<file path="src/rtl/dmem_arbiter_if.sv">
// dmem_arbiter_if: core, debug and memory-side signals of the data-memory arbiter.
// Latency: wires only; memory read data returns one cycle after a granted read.
// Backpressure: requesters hold req/we/addr/wdata stable until they see their gnt.
// Ports (slave = arbiter view):
//   core_*  : core load/store request in; gnt, stall, rvalid, rdata out
//   dbg_*   : debug/loader request and lock in; gnt, rvalid, rdata out
//   mem_*   : single-port memory enable/we/addr/wdata out; mem_rdata in
interface dmem_arbiter_if #(
  parameter int AW = 10,
  parameter int DW = 32
);
  logic          core_req;
  logic          core_we;
  logic [AW-1:0] core_addr;
  logic [DW-1:0] core_wdata;
  logic          core_gnt;
  logic          core_stall;
  logic          core_rvalid;
  logic [DW-1:0] core_rdata;

  logic          dbg_req;
  logic          dbg_we;
  logic [AW-1:0] dbg_addr;
  logic [DW-1:0] dbg_wdata;
  logic          dbg_lock;
  logic          dbg_gnt;
  logic          dbg_rvalid;
  logic [DW-1:0] dbg_rdata;

  logic          mem_en;
  logic          mem_we;
  logic [AW-1:0] mem_addr;
  logic [DW-1:0] mem_wdata;
  logic [DW-1:0] mem_rdata;

  modport slave (
    input  core_req, core_we, core_addr, core_wdata,
    output core_gnt, core_stall, core_rvalid, core_rdata,
    input  dbg_req, dbg_we, dbg_addr, dbg_wdata, dbg_lock,
    output dbg_gnt, dbg_rvalid, dbg_rdata,
    output mem_en, mem_we, mem_addr, mem_wdata,
    input  mem_rdata
  );

  modport master (
    output core_req, core_we, core_addr, core_wdata,
    input  core_gnt, core_stall, core_rvalid, core_rdata,
    output dbg_req, dbg_we, dbg_addr, dbg_wdata, dbg_lock,
    input  dbg_gnt, dbg_rvalid, dbg_rdata,
    input  mem_en, mem_we, mem_addr, mem_wdata,
    output mem_rdata
  );
endinterface

</file>
<file path="src/rtl/dmem_arbiter.sv">
// dmem_arbiter: shares the single-port data memory between the core and a debug/loader port.
// Latency: grants are combinational; read data valid (rvalid) one cycle after a granted read.
// Backpressure: a denied requester sees gnt=0 (core also sees core_stall) and holds its request.
// Ports: clk, n_rst (async, active-low), bus (dmem_arbiter_if.slave: core_*, dbg_*, mem_*).
// Option: define DMEM_ARB_RR_EN for strict round-robin between core and debug instead of
//         core-first priority with a debug starvation counter; the lock behaviour is the same.
module dmem_arbiter #(
  parameter int AW         = 10,
  parameter int DW         = 32,
  parameter int MAX_STARVE = 4
) (
  input logic           clk,
  input logic           n_rst,
  dmem_arbiter_if.slave bus
);
  localparam int SW = $clog2(MAX_STARVE + 1);
  localparam logic [SW-1:0] STARVE_MAX = SW'(MAX_STARVE);

  typedef enum logic [1:0] {
    CORE_PRI = 2'd0,
    DBG_PRI  = 2'd1,
    LOCK     = 2'd2
  } state_t;

  state_t        state, state_nxt;
  logic [SW-1:0] starve_cnt, starve_nxt;
  logic          core_gnt, dbg_gnt;
  logic          core_rvalid, dbg_rvalid;
  logic          mem_we;
  logic [AW-1:0] mem_addr;
  logic [DW-1:0] mem_wdata;

  always_comb begin
    core_gnt   = 1'b0;
    dbg_gnt    = 1'b0;
    starve_nxt = '0;
    state_nxt  = state;

    case (state)
      CORE_PRI: begin
        core_gnt = bus.core_req;
        dbg_gnt  = bus.dbg_req & ~bus.core_req;
      end
      DBG_PRI: begin
        dbg_gnt  = bus.dbg_req;
        core_gnt = bus.core_req & ~bus.dbg_req;
      end
      // Memory belongs to debug for the whole burst, even in its idle cycles.
      LOCK:    dbg_gnt = bus.dbg_req;
      default: ;
    endcase

    // No access may leave the arbiter while reset is held.
    if (!n_rst) begin
      core_gnt = 1'b0;
      dbg_gnt  = 1'b0;
    end

`ifdef DMEM_ARB_RR_EN
    // Strict alternation: whoever was just served hands priority to the other port.
    case (state)
      CORE_PRI: if (core_gnt) state_nxt = DBG_PRI;
      DBG_PRI:  if (dbg_gnt)  state_nxt = CORE_PRI;
      LOCK:     if (!bus.dbg_lock) state_nxt = CORE_PRI;
      default:  state_nxt = CORE_PRI;
    endcase
`else
    // Count consecutive denied debug cycles, saturating at the limit.
    if (bus.dbg_req && !dbg_gnt)
      starve_nxt = (starve_cnt == STARVE_MAX) ? starve_cnt : starve_cnt + SW'(1);

    case (state)
      CORE_PRI: if (bus.dbg_req && !dbg_gnt && starve_nxt == STARVE_MAX) state_nxt = DBG_PRI;
      // Debug priority lasts only until debug is served (or gives up).
      DBG_PRI:  if (dbg_gnt || !bus.dbg_req) state_nxt = CORE_PRI;
      // The cycle in which dbg_lock falls is still a lock cycle.
      LOCK:     if (!bus.dbg_lock) state_nxt = CORE_PRI;
      default:  state_nxt = CORE_PRI;
    endcase
`endif

    // A lock only takes effect together with a granted debug access.
    if (dbg_gnt && bus.dbg_lock) state_nxt = LOCK;
  end

  always_ff @(posedge clk or negedge n_rst) begin
    if (!n_rst) begin
      state       <= CORE_PRI;
      starve_cnt  <= '0;
      core_rvalid <= 1'b0;
      dbg_rvalid  <= 1'b0;
    end else begin
      state       <= state_nxt;
      starve_cnt  <= starve_nxt;
      core_rvalid <= core_gnt & ~bus.core_we;
      dbg_rvalid  <= dbg_gnt & ~bus.dbg_we;
    end
  end

  // Memory-side mux; all fields read zero when nobody is granted.
  always_comb begin
    mem_we    = 1'b0;
    mem_addr  = '0;
    mem_wdata = '0;
    if (core_gnt) begin
      mem_we    = bus.core_we;
      mem_addr  = bus.core_addr;
      mem_wdata = bus.core_wdata;
    end else if (dbg_gnt) begin
      mem_we    = bus.dbg_we;
      mem_addr  = bus.dbg_addr;
      mem_wdata = bus.dbg_wdata;
    end
  end

  assign bus.mem_en      = core_gnt | dbg_gnt;
  assign bus.mem_we      = mem_we;
  assign bus.mem_addr    = mem_addr;
  assign bus.mem_wdata   = mem_wdata;
  assign bus.core_gnt    = core_gnt;
  assign bus.core_stall  = bus.core_req & ~core_gnt;
  assign bus.core_rvalid = core_rvalid;
  assign bus.core_rdata  = bus.mem_rdata;
  assign bus.dbg_gnt     = dbg_gnt;
  assign bus.dbg_rvalid  = dbg_rvalid;
  assign bus.dbg_rdata   = bus.mem_rdata;
endmodule

</file>
<file path="src/flat_wrapper.sv">
// flat-port wrapper written by rule: the top's interface ports become plain ports
module dmem_arbiter_flat 
#(
  parameter int AW         = 10,
  parameter int DW         = 32,
  parameter int MAX_STARVE = 4
)
  (clk, n_rst, bus_core_req, bus_core_we, bus_core_addr, bus_core_wdata, bus_core_gnt, bus_core_stall, bus_core_rvalid, bus_core_rdata, bus_dbg_req, bus_dbg_we, bus_dbg_addr, bus_dbg_wdata, bus_dbg_lock, bus_dbg_gnt, bus_dbg_rvalid, bus_dbg_rdata, bus_mem_en, bus_mem_we, bus_mem_addr, bus_mem_wdata, bus_mem_rdata);
  dmem_arbiter_if #(.AW(AW), .DW(DW)) bus_i ();
  input logic clk;
  input logic n_rst;
  input wire logic [$bits(bus_i.core_req)-1:0] bus_core_req;
  input wire logic [$bits(bus_i.core_we)-1:0] bus_core_we;
  input wire logic [$bits(bus_i.core_addr)-1:0] bus_core_addr;
  input wire logic [$bits(bus_i.core_wdata)-1:0] bus_core_wdata;
  output wire logic [$bits(bus_i.core_gnt)-1:0] bus_core_gnt;
  output wire logic [$bits(bus_i.core_stall)-1:0] bus_core_stall;
  output wire logic [$bits(bus_i.core_rvalid)-1:0] bus_core_rvalid;
  output wire logic [$bits(bus_i.core_rdata)-1:0] bus_core_rdata;
  input wire logic [$bits(bus_i.dbg_req)-1:0] bus_dbg_req;
  input wire logic [$bits(bus_i.dbg_we)-1:0] bus_dbg_we;
  input wire logic [$bits(bus_i.dbg_addr)-1:0] bus_dbg_addr;
  input wire logic [$bits(bus_i.dbg_wdata)-1:0] bus_dbg_wdata;
  input wire logic [$bits(bus_i.dbg_lock)-1:0] bus_dbg_lock;
  output wire logic [$bits(bus_i.dbg_gnt)-1:0] bus_dbg_gnt;
  output wire logic [$bits(bus_i.dbg_rvalid)-1:0] bus_dbg_rvalid;
  output wire logic [$bits(bus_i.dbg_rdata)-1:0] bus_dbg_rdata;
  output wire logic [$bits(bus_i.mem_en)-1:0] bus_mem_en;
  output wire logic [$bits(bus_i.mem_we)-1:0] bus_mem_we;
  output wire logic [$bits(bus_i.mem_addr)-1:0] bus_mem_addr;
  output wire logic [$bits(bus_i.mem_wdata)-1:0] bus_mem_wdata;
  input wire logic [$bits(bus_i.mem_rdata)-1:0] bus_mem_rdata;
  assign bus_i.core_req = bus_core_req;
  assign bus_i.core_we = bus_core_we;
  assign bus_i.core_addr = bus_core_addr;
  assign bus_i.core_wdata = bus_core_wdata;
  assign bus_core_gnt = bus_i.core_gnt;
  assign bus_core_stall = bus_i.core_stall;
  assign bus_core_rvalid = bus_i.core_rvalid;
  assign bus_core_rdata = bus_i.core_rdata;
  assign bus_i.dbg_req = bus_dbg_req;
  assign bus_i.dbg_we = bus_dbg_we;
  assign bus_i.dbg_addr = bus_dbg_addr;
  assign bus_i.dbg_wdata = bus_dbg_wdata;
  assign bus_i.dbg_lock = bus_dbg_lock;
  assign bus_dbg_gnt = bus_i.dbg_gnt;
  assign bus_dbg_rvalid = bus_i.dbg_rvalid;
  assign bus_dbg_rdata = bus_i.dbg_rdata;
  assign bus_mem_en = bus_i.mem_en;
  assign bus_mem_we = bus_i.mem_we;
  assign bus_mem_addr = bus_i.mem_addr;
  assign bus_mem_wdata = bus_i.mem_wdata;
  assign bus_i.mem_rdata = bus_mem_rdata;
  dmem_arbiter #(.AW(AW), .DW(DW), .MAX_STARVE(MAX_STARVE)) u_core (.clk(clk), .n_rst(n_rst), .bus(bus_i));
endmodule
</file>
<file path="config.mk">
export PLATFORM = sky130hd
export DESIGN_NAME = dmem_arbiter_flat
export DESIGN_NICKNAME = d
export VERILOG_FILES = /design/src/rtl/dmem_arbiter_if.sv /design/src/rtl/dmem_arbiter.sv /design/src/flat_wrapper.sv
export SDC_FILE = /design/constraint.sdc
export NUM_CORES = 1
export LEC_CHECK = 0
export CORE_AREA = 4 4 90 92
export CTS_BUF_LIST = sky130_fd_sc_hd__clkbuf_4 sky130_fd_sc_hd__clkbuf_8
export DETAILED_ROUTE_END_ITERATION = 8
export DIE_AREA = 0 0 94 96
export GPL_ROUTABILITY_DRIVEN = 1
export HOLD_SLACK_MARGIN = 0.12
export PLACE_DENSITY = 0.73
export SLEW_MARGIN = 20
export SYNTH_ARGS = -nofsm -noshare
export SYNTH_HDL_FRONTEND = slang
export SYNTH_SLANG_ARGS = --single-unit
</file>
<file path="constraint.sdc">
create_clock -name clk -period 3.5 [get_ports clk]
set_input_delay 0.7 -clock clk [delete_from_list [all_inputs] [get_ports clk]]
set_output_delay 0.7 -clock clk [all_outputs]
set_load 0.02 [all_outputs]
</file>
**Word-level counts from Yosys, hierarchy flattened**

Index checks and enable logic that the tools add are counted.

- Flip-flop bits (word level): 7
- Input bits: 123
- Output and inout port bits: 113
- Logic and storage cells: 49

- $add $sub $neg: 1
- Equal/unequal tests: 7
- Multiplexer cells: 17
- Bitwise logic cells: 11
- Reductions and logical operators: 9

Operator list:

| cell | count |
|---|---|
| 32-bit two-way mux | 2 |
| 10-bit two-way mux | 2 |
| 2-bit two-way mux | 4 |
| 3-bit equality test, second input constant | 2 |
| 3-bit two-way mux | 2 |
| 3-bit by 1-bit != test with 1-bit output, second input constant | 2 |
| 2-bit one-hot mux with 3 select lines | 1 |
| 1-bit AND | 5 |
| 1-bit inverter | 5 |
| 1-bit two-way mux | 4 |
| 1-bit one-hot mux with 2 select lines | 2 |
| 3-bit by 1-bit adder with 3-bit output, second input constant | 1 |
| 1-bit logical AND | 3 |
| 3-bit by 2-bit != test with 1-bit output, second input constant | 1 |
| 3-bit AND reduction | 1 |
| 2-bit by 1-bit equality test with 1-bit output, second input constant | 1 |
| 2-bit equality test, second input constant | 1 |
| 1-bit logical NOT | 2 |
| 2-bit logical NOT | 1 |
| 2-bit OR reduction | 1 |
| 1-bit logical OR | 1 |
| 1-bit bitwise OR | 1 |

**Longest topological paths before layout**

- Depth in word-level cells: 12
- Depth in mapped cells: 7
- Depth with buffers taken out: 7

**Least setup slack after synthesis**

Ideal clock, no wire load.

- Kind: input to output
- Start: in bus_dbg_req
- End: out bus_mem_wdata[10]
- Arrival: 1.810 ns
- Data required time: 2.800 ns
- Path slack: 0.990 ns
- Stages on the path: 5
- Path buffers: 2
- Path through: nor2b_1 -> o211a_1 -> clkbuf_1 -> clkbuf_1 -> a22o_1

- Cells in the longest elaborated chain, start to end: 5
- Elaborated cells between the ends (all ways): 9
- Those cells by class: 6 x mux; 3 x bitwise

Ends and longest elaborated chain:

| element | RTL line | text |
|---|---|---|
| start: declaration | flat_wrapper.sv:20 | `input wire logic [$bits(bus_i.dbg_req)-1:0] bus_dbg_req;` |
| 1-bit AND or 1-bit inverter (tied branches) | dmem_arbiter.sv:42, dmem_arbiter.sv:46 |  |
| 1-bit one-hot mux with 2 select lines or 1-bit AND (tied branches) | dmem_arbiter.sv:39, dmem_arbiter.sv:46 |  |
| 1-bit two-way mux or 1-bit one-hot mux with 2 select lines (tied branches) | dmem_arbiter.sv:54, dmem_arbiter.sv:39 |  |
| 32-bit two-way mux or 1-bit two-way mux (tied branches) | dmem_arbiter.sv:109, dmem_arbiter.sv:54 |  |
| 32-bit two-way mux * | dmem_arbiter.sv:105 | `if (core_gnt) begin` |
| end: declaration | flat_wrapper.sv:31 | `output wire logic [$bits(bus_i.mem_wdata)-1:0] bus_mem_wdata;` |

Mark *: on every way between the ends. The rest lies on a longest branch, timed or not.

**Final worst setup path**

- Start: in bus_dbg_req
- End: out bus_mem_wdata[16]

Same word-level chain as after synthesis.

==> impl_metrics.yaml <==
outcome:
  status: "finished, final reports clean"
sta:
  setup_slack_ns: 0.139
  maxSlewHeadroom_pct: 81.2
  timing.fmax_mhz: 298
  fin_setup_tns_ns: 0
  skew_ns: 0.00337
  drv_slew: 0
  finalCritPeriodShare_pct: 96.0
  hold_viol: 0
  rsz0062_at_grt: "false"
  fin_crit_ns: 3.36
  setup_viol: 0
  holdWs_ns: 0.598
  max_slew.worst_pin.slew_ns: 0.283
synth:
  yosys_register_bits: 7
  synth-async-reset-ratio_pct: 100
  synth.distinct_cells: 25
  synth_edf_count: 0
  ys_warn_count: 0
  syn_area_sq_mm: 0.00136
  synth.avg_cell_area_sq_um: 8.30
  ys.flop_type: "dfrtp_1"
  synth_nets: 293
  syn-instance-count: 164
  ys_seq_area_share_pct: 12.9
finish:
  fillerInstances: 737
  multi_input_area_sq_um: 651
  layout.nets: 371
  final_common_cell: "clkdlybuf4s50_1"
  layout-drive-gt1-share_pct: 6.64
  area_growth_pct: 82.0
  final_cell_mix: "clkdlybuf4s50_1 (139), a22o_1 (43), dfrtp_1 (7), ha_1 (6), buf_4 (6)"
  regArea_sq_um: 175
  antenna_cells: 0
  postLayoutCoreUtil_pct: 34.3
critical_path:
  worstReg2RegEnd: "u_core.state[1]"
  cp-end-kind: "output port"
  crit_path_start_kind: "input port"
  cp_max_fo: 13
  arrival_ns: 2.66
  regToRegStartpoint: "u_core.state[1]"
  worst_ep_required_time_ns: 2.80
  r2r_setup_slack_ns: 1.44
  crit_type: "in2out"
  reg2regPathDepth: 8
route:
  drt-total-wl_mm: 5.26
  drt_iter0_drc: 47
  drt.antenna.violating_nets: 0
  drc_errors: 0
  firstDrtPassIters: 4
  num_vias: 1440
  viasPerCell: 4.24
  avgRoutedWirePerCell_microns: 15.5
place:
  gp_congestion: 0.699
  io_buffers: 139
  detailed_place_hpwl_mm: 4.52
  pre_cts_slack_ns: 0.127
clocking:
  cts_buffers: 3
  cts_sinks: 7
  post_cts_resized: 0
  cts_setup_buffers: 0
  htree_levels: 1
  clock_path_buffers: 2
  root_buffer: "clkbuf_8"
  path_clk_slew_ns: 0.04
  cts_tree: "done"
  cts_hold_buf: 0
  clock_latency_ns: 0.22
flow_run:
  drv_cap: 0
floorplanning:
  dieArea_sq_mm: 0.00902
  initial_core_util_pct: 18.9
  fp-row-count: 31
  io_pins: 236
  fp.dieH_microns: 96
  die_w_microns: 94
  core_sq_mm: 0.00721
power_and_ir_drop:
  leakagePower_uw: 0.000975
  power.total_uw: 859
  p_per_area_mw_per_mm2: 347
  ir_drop_uv: 110
global_route:
  grt_pass1_wl_mm: 7.26
  grt_overflow: 0
  grt_usage_pct: 10.0
  grt_max_degree: 31
  grt_pass1_vias: 1524
  antenna_found_initial: 0
min_path:
  hold_path_class: "reg2reg"
  worstHoldStart: "u_core.starve_cnt[2]"
  hold_end: "u_core.starve_cnt[1]"
  hold_depth: 2
==> stage by stage <==
step / cells / area (sq um)
2_1_floorplan: 164 / 1360
3_3_place_gp: 336 / 2430
3_5_place_dp: 336 / 2430
4_1_cts: 340 / 2480
5_1_grt: 340 / 2480
6_report: 340 / 2480
==> critical path, stage by stage <==
cell,delay [ns]
clkdlybuf4s50_1,0.50
buf_4,0.14
o2111ai_2,0.15
nor2_4,0.17
buf_4,0.22
a22o_1,0.16
clkdlybuf4s50_1,0.62
==> synthesized netlist by cell type (4+ instances only) <==
cell type,count,share of area [%]
inv_1,5,1.4
nand2_1,4,1.1
buf_4,64,35
dfrtp_1,7,13
a22o_1,43,28
nor2_1,6,1.7
ha_1,6,5.5
buf_2,5,1.8
clkbuf_1,4,1.1
nor2b_1,5,2.3
==> cell families (layout without fill, tap and decap cells) <==
kind of cell	Yosys count	in the layout	synth area share [%]
buf+inv	79	156	39.9
compound gates	51	51	33.3
simple gates	19	19	7.08
flops	7	7	12.9
fa+ha+maj	6	6	5.51
xor+xnor	1	1	0.643
mux	1	1	0.735
==> power breakdown <==
part	total, uW	switching, uW	internal (uW)
combinational	629	284	345
sequential	111	16.2	95.1
clock	118	32.2	86.3
==> registers in the layout, indices dropped and copies added (netlist names) <==
name,flops
u_core.state,2
u_core.bus.dbg_rvalid,1
u_core.bus.core_rvalid,1
u_core.starve_cnt,3
==> area by class of cell <==
cell class                      count  area share [%]
Sequential cell                     7            7.07
Multi-Input combinational cell     78            26.3
Tap cell                           99            5.00
Timing Repair Buffer              146            58.8
Inverter                            6           0.909
Clock buffer                        4            1.97
==> per-layer routing <==
| layer | up-vias | global-route usage, % | wire [microns] |
|---|---|---|---|
| li1 | 679 | - | - |
| met1 | 637 | 10.2 | 1750 |
| met2 | 93 | 17.5 | 2560 |
| met3 | 31 | 4.46 | 784 |
| met4 | 0 | 4.81 | 167 |
| met5 | - | 0 | 0 |
==> how the worst max path moves through the flow <==
stage | from | end | slack (ns) | cells past startpoint
after floorplan | bus_dbg_req | bus_mem_wdata[10] | 0.99 | 5
after global placement | bus_dbg_req | bus_mem_wdata[15] | 0.16 | 7
after detailed placement | bus_dbg_req | bus_mem_wdata[16] | 0.13 | 7
after CTS | bus_dbg_req | bus_mem_wdata[16] | 0.11 | 7
after global routing | bus_dbg_req | bus_mem_wdata[16] | 0.03 | 7
final | bus_dbg_req | bus_mem_wdata[16] | 0.14 | 7
Power figures use the tool's default switching activity.
